File: src/rtl/slave_irq_conditioner.sv
// Per-channel raw interrupt conditioner: 2-flop sync, debounce, minimum low time, clean release.
// Optional stuck-request detection is built when SLAVE_IRQ_STUCK_DETECT_EN is defined.
module slave_irq_conditioner #(
    parameter int N_CH            = 8,
    parameter int DEBOUNCE_CYCLES = 4,
    parameter int MIN_LOW_CYCLES  = 8,
    parameter int STUCK_CYCLES    = 1024
) (
    input  logic            clk,
    input  logic            reset_n,
    input  logic [N_CH-1:0] raw_irq,
    input  logic [N_CH-1:0] enable,
    output logic [N_CH-1:0] irq_n_out,
    output logic [N_CH-1:0] active,
    output logic [N_CH-1:0] stuck
);

    localparam int QW = $clog2(DEBOUNCE_CYCLES + 1);
    localparam int HW = $clog2(MIN_LOW_CYCLES + 1);
    localparam logic [QW-1:0] Q_ONE  = QW'(1);
    localparam logic [QW-1:0] Q_LAST = QW'(DEBOUNCE_CYCLES - 1);
    localparam logic [HW-1:0] H_ONE  = HW'(1);
    localparam logic [HW-1:0] H_LOAD = HW'(MIN_LOW_CYCLES);

    typedef enum logic [1:0] {
        ST_IDLE     = 2'd0,
        ST_QUAL     = 2'd1,
        ST_HOLD     = 2'd2,
        ST_WAIT_REL = 2'd3
    } state_t;

    if (DEBOUNCE_CYCLES < 1 || MIN_LOW_CYCLES < 1 || STUCK_CYCLES < 1) begin : g_bad_param
        $error("slave_irq_conditioner: DEBOUNCE_CYCLES, MIN_LOW_CYCLES and STUCK_CYCLES must be >= 1");
    end

    logic [N_CH-1:0] r_s1;
    logic [N_CH-1:0] r_s;

    // Two-flop synchroniser for the asynchronous requests
    always_ff @(posedge clk or negedge reset_n) begin
        if (!reset_n) begin
            r_s1 <= '0;
            r_s  <= '0;
        end else begin
            r_s1 <= raw_irq;
            r_s  <= r_s1;
        end
    end

`ifdef SLAVE_IRQ_STUCK_DETECT_EN
    localparam int SW = $clog2(STUCK_CYCLES + 1);
    localparam logic [SW-1:0] S_MAX  = SW'(STUCK_CYCLES);
    localparam logic [SW-1:0] S_LAST = SW'(STUCK_CYCLES - 1);
`endif

    for (genvar g = 0; g < N_CH; g++) begin : g_ch
        state_t          r_state;
        logic [QW-1:0]   r_dcnt;
        logic [HW-1:0]   r_hcnt;
        logic            r_irq_n;
        logic            r_active;

        // Channel FSM; r_dcnt debounces both the assert and the release
        always_ff @(posedge clk or negedge reset_n) begin
            if (!reset_n) begin
                r_state  <= ST_IDLE;
                r_dcnt   <= '0;
                r_hcnt   <= '0;
                r_irq_n  <= 1'b1;
                r_active <= 1'b0;
            end else if (!enable[g]) begin
                r_state  <= ST_IDLE;
                r_dcnt   <= '0;
                r_hcnt   <= '0;
                r_irq_n  <= 1'b1;
                r_active <= 1'b0;
            end else begin
                case (r_state)
                    ST_IDLE: begin
                        if (r_s[g] && (DEBOUNCE_CYCLES == 1)) begin
                            r_state  <= ST_HOLD;
                            r_dcnt   <= '0;
                            r_hcnt   <= H_LOAD;
                            r_irq_n  <= 1'b0;
                            r_active <= 1'b1;
                        end else if (r_s[g]) begin
                            r_state <= ST_QUAL;
                            r_dcnt  <= Q_ONE;
                        end else begin
                            r_dcnt <= '0;
                        end
                    end
                    ST_QUAL: begin
                        if (!r_s[g]) begin
                            r_state <= ST_IDLE;
                            r_dcnt  <= '0;
                        end else if (r_dcnt == Q_LAST) begin
                            r_state  <= ST_HOLD;
                            r_dcnt   <= '0;
                            r_hcnt   <= H_LOAD;
                            r_irq_n  <= 1'b0;
                            r_active <= 1'b1;
                        end else begin
                            r_dcnt <= r_dcnt + Q_ONE;
                        end
                    end
                    ST_HOLD: begin
                        if (r_hcnt == H_ONE) begin
                            r_state <= ST_WAIT_REL;
                            r_hcnt  <= '0;
                            r_dcnt  <= '0;
                        end else begin
                            r_hcnt <= r_hcnt - H_ONE;
                        end
                    end
                    ST_WAIT_REL: begin
                        if (r_s[g]) begin
                            r_dcnt <= '0;
                        end else if (r_dcnt == Q_LAST) begin
                            r_state  <= ST_IDLE;
                            r_dcnt   <= '0;
                            r_irq_n  <= 1'b1;
                            r_active <= 1'b0;
                        end else begin
                            r_dcnt <= r_dcnt + Q_ONE;
                        end
                    end
                    default: begin
                        r_state  <= ST_IDLE;
                        r_dcnt   <= '0;
                        r_hcnt   <= '0;
                        r_irq_n  <= 1'b1;
                        r_active <= 1'b0;
                    end
                endcase
            end
        end

        assign irq_n_out[g] = r_irq_n;
        assign active[g]    = r_active;

`ifdef SLAVE_IRQ_STUCK_DETECT_EN
        logic [SW-1:0] r_scnt;
        logic          r_stuck;
        logic          w_rel_done;

        assign w_rel_done = (r_state == ST_WAIT_REL) && !r_s[g] && (r_dcnt == Q_LAST);

        // Stuck counter: edges in WAIT_REL with the request still high
        always_ff @(posedge clk or negedge reset_n) begin
            if (!reset_n) begin
                r_scnt  <= '0;
                r_stuck <= 1'b0;
            end else if (!enable[g] || (r_state != ST_WAIT_REL) || w_rel_done) begin
                r_scnt  <= '0;
                r_stuck <= 1'b0;
            end else if (r_s[g] && (r_scnt != S_MAX)) begin
                r_scnt <= r_scnt + SW'(1);
                if (r_scnt == S_LAST) begin
                    r_stuck <= 1'b1;
                end
            end
        end

        assign stuck[g] = r_stuck;
`else
        assign stuck[g] = 1'b0;
`endif
    end

endmodule

File: config.mk
export PLATFORM = sky130hd
export DESIGN_NAME = slave_irq_conditioner
export DESIGN_NICKNAME = d
export VERILOG_FILES = /design/src/rtl/slave_irq_conditioner.sv
export SDC_FILE = /design/constraint.sdc
export NUM_CORES = 1
export LEC_CHECK = 0
export ABC_AREA = 1
export BUFFER_PORTS_ARGS = -buffer_cell sky130_fd_sc_hd__buf_2
export CAP_MARGIN = 20
export CELL_PAD_IN_SITES_DETAIL_PLACEMENT = 2
export CELL_PAD_IN_SITES_GLOBAL_PLACEMENT = 2
export CORE_AREA = 2 2 131 133
export DETAILED_ROUTE_END_ITERATION = 8
export DIE_AREA = 0 0 133 135
export PLACE_DENSITY = 0.9
export SYNTH_ARGS = -nofsm -noshare
export SYNTH_HDL_FRONTEND = slang
export SYNTH_SLANG_ARGS = --single-unit
File: constraint.sdc
create_clock -name clk -period 2.75 [get_ports clk]
set_clock_uncertainty 0.15 [all_clocks]
set_input_delay 0.275 -clock clk [delete_from_list [all_inputs] [get_ports clk]]
set_output_delay 0.275 -clock clk [all_outputs]
set_load 0.1 [all_outputs]
== After elaboration in Yosys (flattened, before gate mapping) ==
Index checks and enable logic that the tools add are counted.

* $add $sub $neg: 16
* Multiplexer cells: 240
* Reduce and logical (&&, ||, !) cells: 32
* Equal/unequal tests: 112

{| class="wikitable"
|+ Operators by type and width
! operator !! count
|-
| 3-bit inequality test (second input constant) || 48
|-
| 4-bit two-way mux || 32
|-
| 3-bit two-way mux || 40
|-
| 2-bit two-way mux || 56
|-
| 3-bit case mux with 4 select lines || 8
|-
| 5-bit AND reduction || 16
|-
| 1-bit two-way mux || 72
|-
| 2-bit case mux with 4 select lines || 8
|-
| 4-bit case mux with 2 select lines || 8
|-
| 3-bit by 1-bit inequality test with 1-bit output (second input constant) || 16
|-
| 2-bit equality test (second input constant) || 16
|-
| 4-bit by 1-bit equality test with 1-bit output (second input constant) || 8
|-
| 4-bit inequality test (second input constant) || 8
|-
| 1-bit case mux with 2 select lines || 16
|-
| 4-bit by 1-bit subtractor with 4-bit output (second input constant) || 8
|-
| 3-bit by 1-bit adder with 3-bit output (second input constant) || 8
|-
| 3-bit by 2-bit equality test with 1-bit output (second input constant) || 8
|-
| 3-bit AND reduction || 8
|-
| 2-bit by 1-bit equality test with 1-bit output (second input constant) || 8
|-
| 2-bit logical NOT || 8
|}

* Word-level logic and storage cells: 442
* Input port bits: 18
* Flip-flop bits (word level): 104

== Depth between registers and ports, before layout ==
* Word-level depth: 5
* Mapped depth: 9
* Depth with buffers taken out: 9

== Worst setup path before layout ==
No wires, ideal clock.

* Path type: reg-to-reg
* Start: register g_ch[0].r_dcnt[0]
* End: register g_ch[0].r_hcnt[3]
* Stages on the path, launching flop included: 10
* Library setup time: 0.116 ns
* Data required time: 2.484 ns
* Slack: 1.336 ns
* Arrival: 1.148 ns
* Cell sequence: dfrtp_1 ha_1 inv_1 nor2_2 nor2_1 nand2_1 inv_1 nor2_1 nand2_1 nand2_1

* Word-level cells in the longest chain between the ends: 3

{| class="wikitable"
|+ RTL lines
! element !! line !! RTL
|-
| start, declared || 58 || <nowiki>logic [QW-1:0] r_dcnt;</nowiki>
|-
| start signal, assigned || 104 || <nowiki>r_dcnt <= r_dcnt + Q_ONE;</nowiki>
|-
| start signal, assigned || 125 || <nowiki>r_dcnt <= r_dcnt + Q_ONE;</nowiki>
|-
| 3-bit by 2-bit equality test with 1-bit output || 97 || <nowiki>end else if (r_dcnt == Q_LAST) begin</nowiki>
|-
| 3-bit inequality test (no line) || - ||
|-
| 3-bit AND reduction (no line) || - ||
|-
| end signal, assigned || 113 || <nowiki>r_hcnt <= r_hcnt - H_ONE;</nowiki>
|-
| end, declared || 59 || <nowiki>logic [HW-1:0] r_hcnt;</nowiki>
|}

No other way between the ends.
A chain may end at the register's enable or synchronous reset.

== Worst setup path after layout ==
* Start: register g_ch[2].r_irq_n
* End: output irq_n_out[2]

{| class="wikitable"
|+ RTL lines
! element !! line !! RTL
|-
| start, declared || 60 || <nowiki>logic r_irq_n;</nowiki>
|-
| start signal, assigned || 69 || <nowiki>r_irq_n <= 1'b1;</nowiki>
|-
| start signal, assigned || 75 || <nowiki>r_irq_n <= 1'b1;</nowiki>
|-
| start signal, assigned || 84 || <nowiki>r_irq_n <= 1'b0;</nowiki>
|-
| end, declared || 13 || <nowiki>output logic [N_CH-1:0] irq_n_out,</nowiki>
|}

No word-level cell between the ends.

==> metrics.md <==
| Metric | Value |
|---|---|
| Status | finished clean |
| Fillers | 1,917 |
| Remaining DRCs | 0 |
| CP peak stage delay | 0.56 ns |
| Leading cell types in the layout, fill and taps excluded | nand2_1 (279), dfrtp_1 (96), inv_1 (95) |
| H-tree Lvls | 3 |
| DR vias/cell | 5.01 |
| RSZ-0062 raised after global routing | no |
| Slew Limit Headroom | 64.1% |
| Part of the Yosys area used for sequential elements | 42.3% |
| Setup crit end kind | output pin |
| Final hold vios | 0 |
| Setup Viol. Count Final | 0 |
| Routability congestion estimate | 0.829 |
| Clock Sinks | 104 |
| Largest delay share family, worst path | flip-flops |
| Main flop type after synthesis | dfrtp_1 |
| Crit Path Category | flop to output pin |
| Root Buffer | clkbuf_16 |
| Async SR Flop Fraction | 100% |
| Nets | 899 |
| Final Max Tran Viols | 0 |
| Least-Margin Pin Slew | 0.539 ns |
| Setup TNS | 0 ns |
| Detail Route Antenna Nets | 0 |
| Pwr per Cell Area | 926 nW/µm² |
| Initial antenna violation count | 0 |
| Die footprint | 18,000 µm² |
| Most common cell after layout, fill and taps aside | nand2_1 |
| Crit path from | g_ch[2].r_irq_n$_DFFE_PN1P_ |
| Row count | 47 |
| Die X | 133 µm |
| First-pass DRT Iterations | 6 |
| CP required | 2.33 ns |
| Ys Warns | 0 |
| Fmax | 565 MHz |
| Total power | 6.29 mW |
| Period minus WS final | 1.77 ns |
| Post-cts sizing count | 0 |
| Worst Hold Launch | enable[5] |
| Vias | 5,425 |
| Setup bufs post-CTS | 0 |
| Post-detail-place hpwl | 11.9 mm |
| CP max stage cell | dfstp_2 |
| Layout area overhead | 9.94% |
| Die Y | 135 µm |
| Max-cap violation count | 0 |
| Core area | 16,400 µm² |
| Mean routed wirelength per cell | 15.2 µm |
| Number of DRC markers in iteration 0 | 195 |
| I/O pin count | 42 |
| Worst-skew pair later-pin latency | 0.36 ns |
| Worst EP arrival | 1.34 ns |
| Static Leak | 3.61 nW |
| Synth Instances | 833 |
| Hold/Removal Path Class | primary input to flop |
| CTS tree | built |
| Share of cells above drive strength 1 | 12.2% |
| Number of CTS-inserted buffers | 9 |
| GR Util All Layers | 19.8% |
| R2R Path Start | g_ch[1].r_dcnt[0]$_DFFE_PN0P_ |
| First-pass GRT wire length | 28.9 mm |
| Clock Tree Buf Depth | 2 |
| CP Cell Sequence | buf_2 |
| Antenna cells | 0 |
| Mapped Area | 6180 µm² |
| Port Buffers | 33 |
| Overflow after GRT | 0 |
| Avg Inst Size Synth | 7.42 µm² |
| VDD IR max | 456 µV |
| Initial Util | 37.7% |
| Crit path launch type | flop |
| Final wirelength | 16.5 mm |
| Synth Register Bits | 104 |
| Reg clk slew, reported paths | 0.07 ns |
| Worst Path Buf+Inv | 1 |
| Netlist cell types | 38 |
| Number of global-route vias before repair | 6,064 |
| Largest net degree at the start of global routing | 48 |
| Post-synth EDFFs | 0 |
| Crit path max fanout | 2 |
| Final Cycle Share | 64.3% |
## cell families after synthesis
| kind of cell | count (synthesis) | synth area share, % |
|---|---|---|
| AOI/OAI and AO/OA | 68 | 6.64 |
| adders and majority gates | 24 | 4.86 |
| other | 1 | 0.0607 |
| and+or+nand+nor | 481 | 33.9 |
| xor gates and xnor gates | 8 | 1.13 |
| buffers and inverters | 147 | 11.1 |
| DFF | 104 | 42.3 |
## final timing paths
path	cells after the start	to	slack [ns]
hold / removal	3	g_ch[5].r_hcnt[3]$_DFFE_PN0P_	0.07
setup / recovery	1	irq_n_out[2]	0.98
setup reg to reg	8	g_ch[1].r_hcnt[2]$_DFFE_PN0P_	1.00
max in group asynchronous	3	g_ch[1].r_irq_n$_DFFE_PN1P_	1.43
hold reg to reg	0	r_s[7]$_DFF_PN0_	0.20
min in group asynchronous	2	g_ch[7].r_dcnt[0]$_DFFE_PN0P_	0.29
## cell type report
cell class / count / area, µm² / area share [%]
Tap cell: 220 / 275 / 4.05
Multi-Input combinational cell: 589 / 2910 / 42.8
Sequential cell: 104 / 2610 / 38.4
Clock buffer: 12 / 236 / 3.48
Timing Repair Buffer: 44 / 285 / 4.20
Inverter: 109 / 409 / 6.02
Clock inverter: 4 / 70.1 / 1.03
## metrics by stage
step / instance area [µm²] / setup slack, ns / hold slack (ns) / util [%] / std cells
after CTS: 6800 / 0.966 / 0.0603 / 41.4 / 1082
after detailed placement: 6400 / 1.09 / 0.158 / 39.0 / 1057
after global routing: 6800 / 0.866 / 0.0834 / 41.4 / 1082
after floorplan: 6210 / 1.34 / -0.171 / - / 840
final: 6800 / 0.981 / 0.0728 / 41.4 / 1082
after global placement: 6400 / 1.16 / 0.156 / 39.0 / 1057
## layer usage
layer  share of wire [%]  vias to the layer above  track usage [%]
met1                  45                     2692             23.5
met2                  51                       48             36.3
met4                 2.0                        0             7.23
met5                   0                        -                0
li1                    -                     2662                -
met3                 1.7                       23             2.93
## what timing repair did
item | in CTS | in global routing
hold endpoints to repair | 42 | 0
endpoints found under the setup margin | 0 | 0
hold buffers | 9 | 0
## sequential cells by signal (all words and copies together) (netlist names)
signal and flops:
r_s1 8, g_ch.r_active 8, g_ch.r_dcnt 24, g_ch.r_irq_n 8
r_s 8, g_ch.r_hcnt 32, g_ch.r_state 16
## cell usage after synthesis (9+ instances only)
master / count / area, µm²
a21oi_1: 16 / 80.1
buf_4: 31 / 233
dfrtp_1: 96 / 2400
ha_1: 24 / 300
inv_1: 95 / 357
inv_2: 14 / 52.6
nand2_1: 279 / 1050
nand2_2: 9 / 56.3
nand3_1: 66 / 330
nand4_1: 33 / 206
nor2_1: 68 / 255
o21ai_0: 23 / 115
## where the power goes
| part | total (mW) | leakage, nW | switching (mW) | internal, mW |
|---|---|---|---|---|
| Clock | 1.38 | 0.151 | 0.582 | 0.797 |
| Combinational | 2.60 | 2.11 | 1.83 | 0.770 |
| Sequential | 2.31 | 1.35 | 0.411 | 1.90 |
Note: power is estimated with default switching activity, not from simulation.
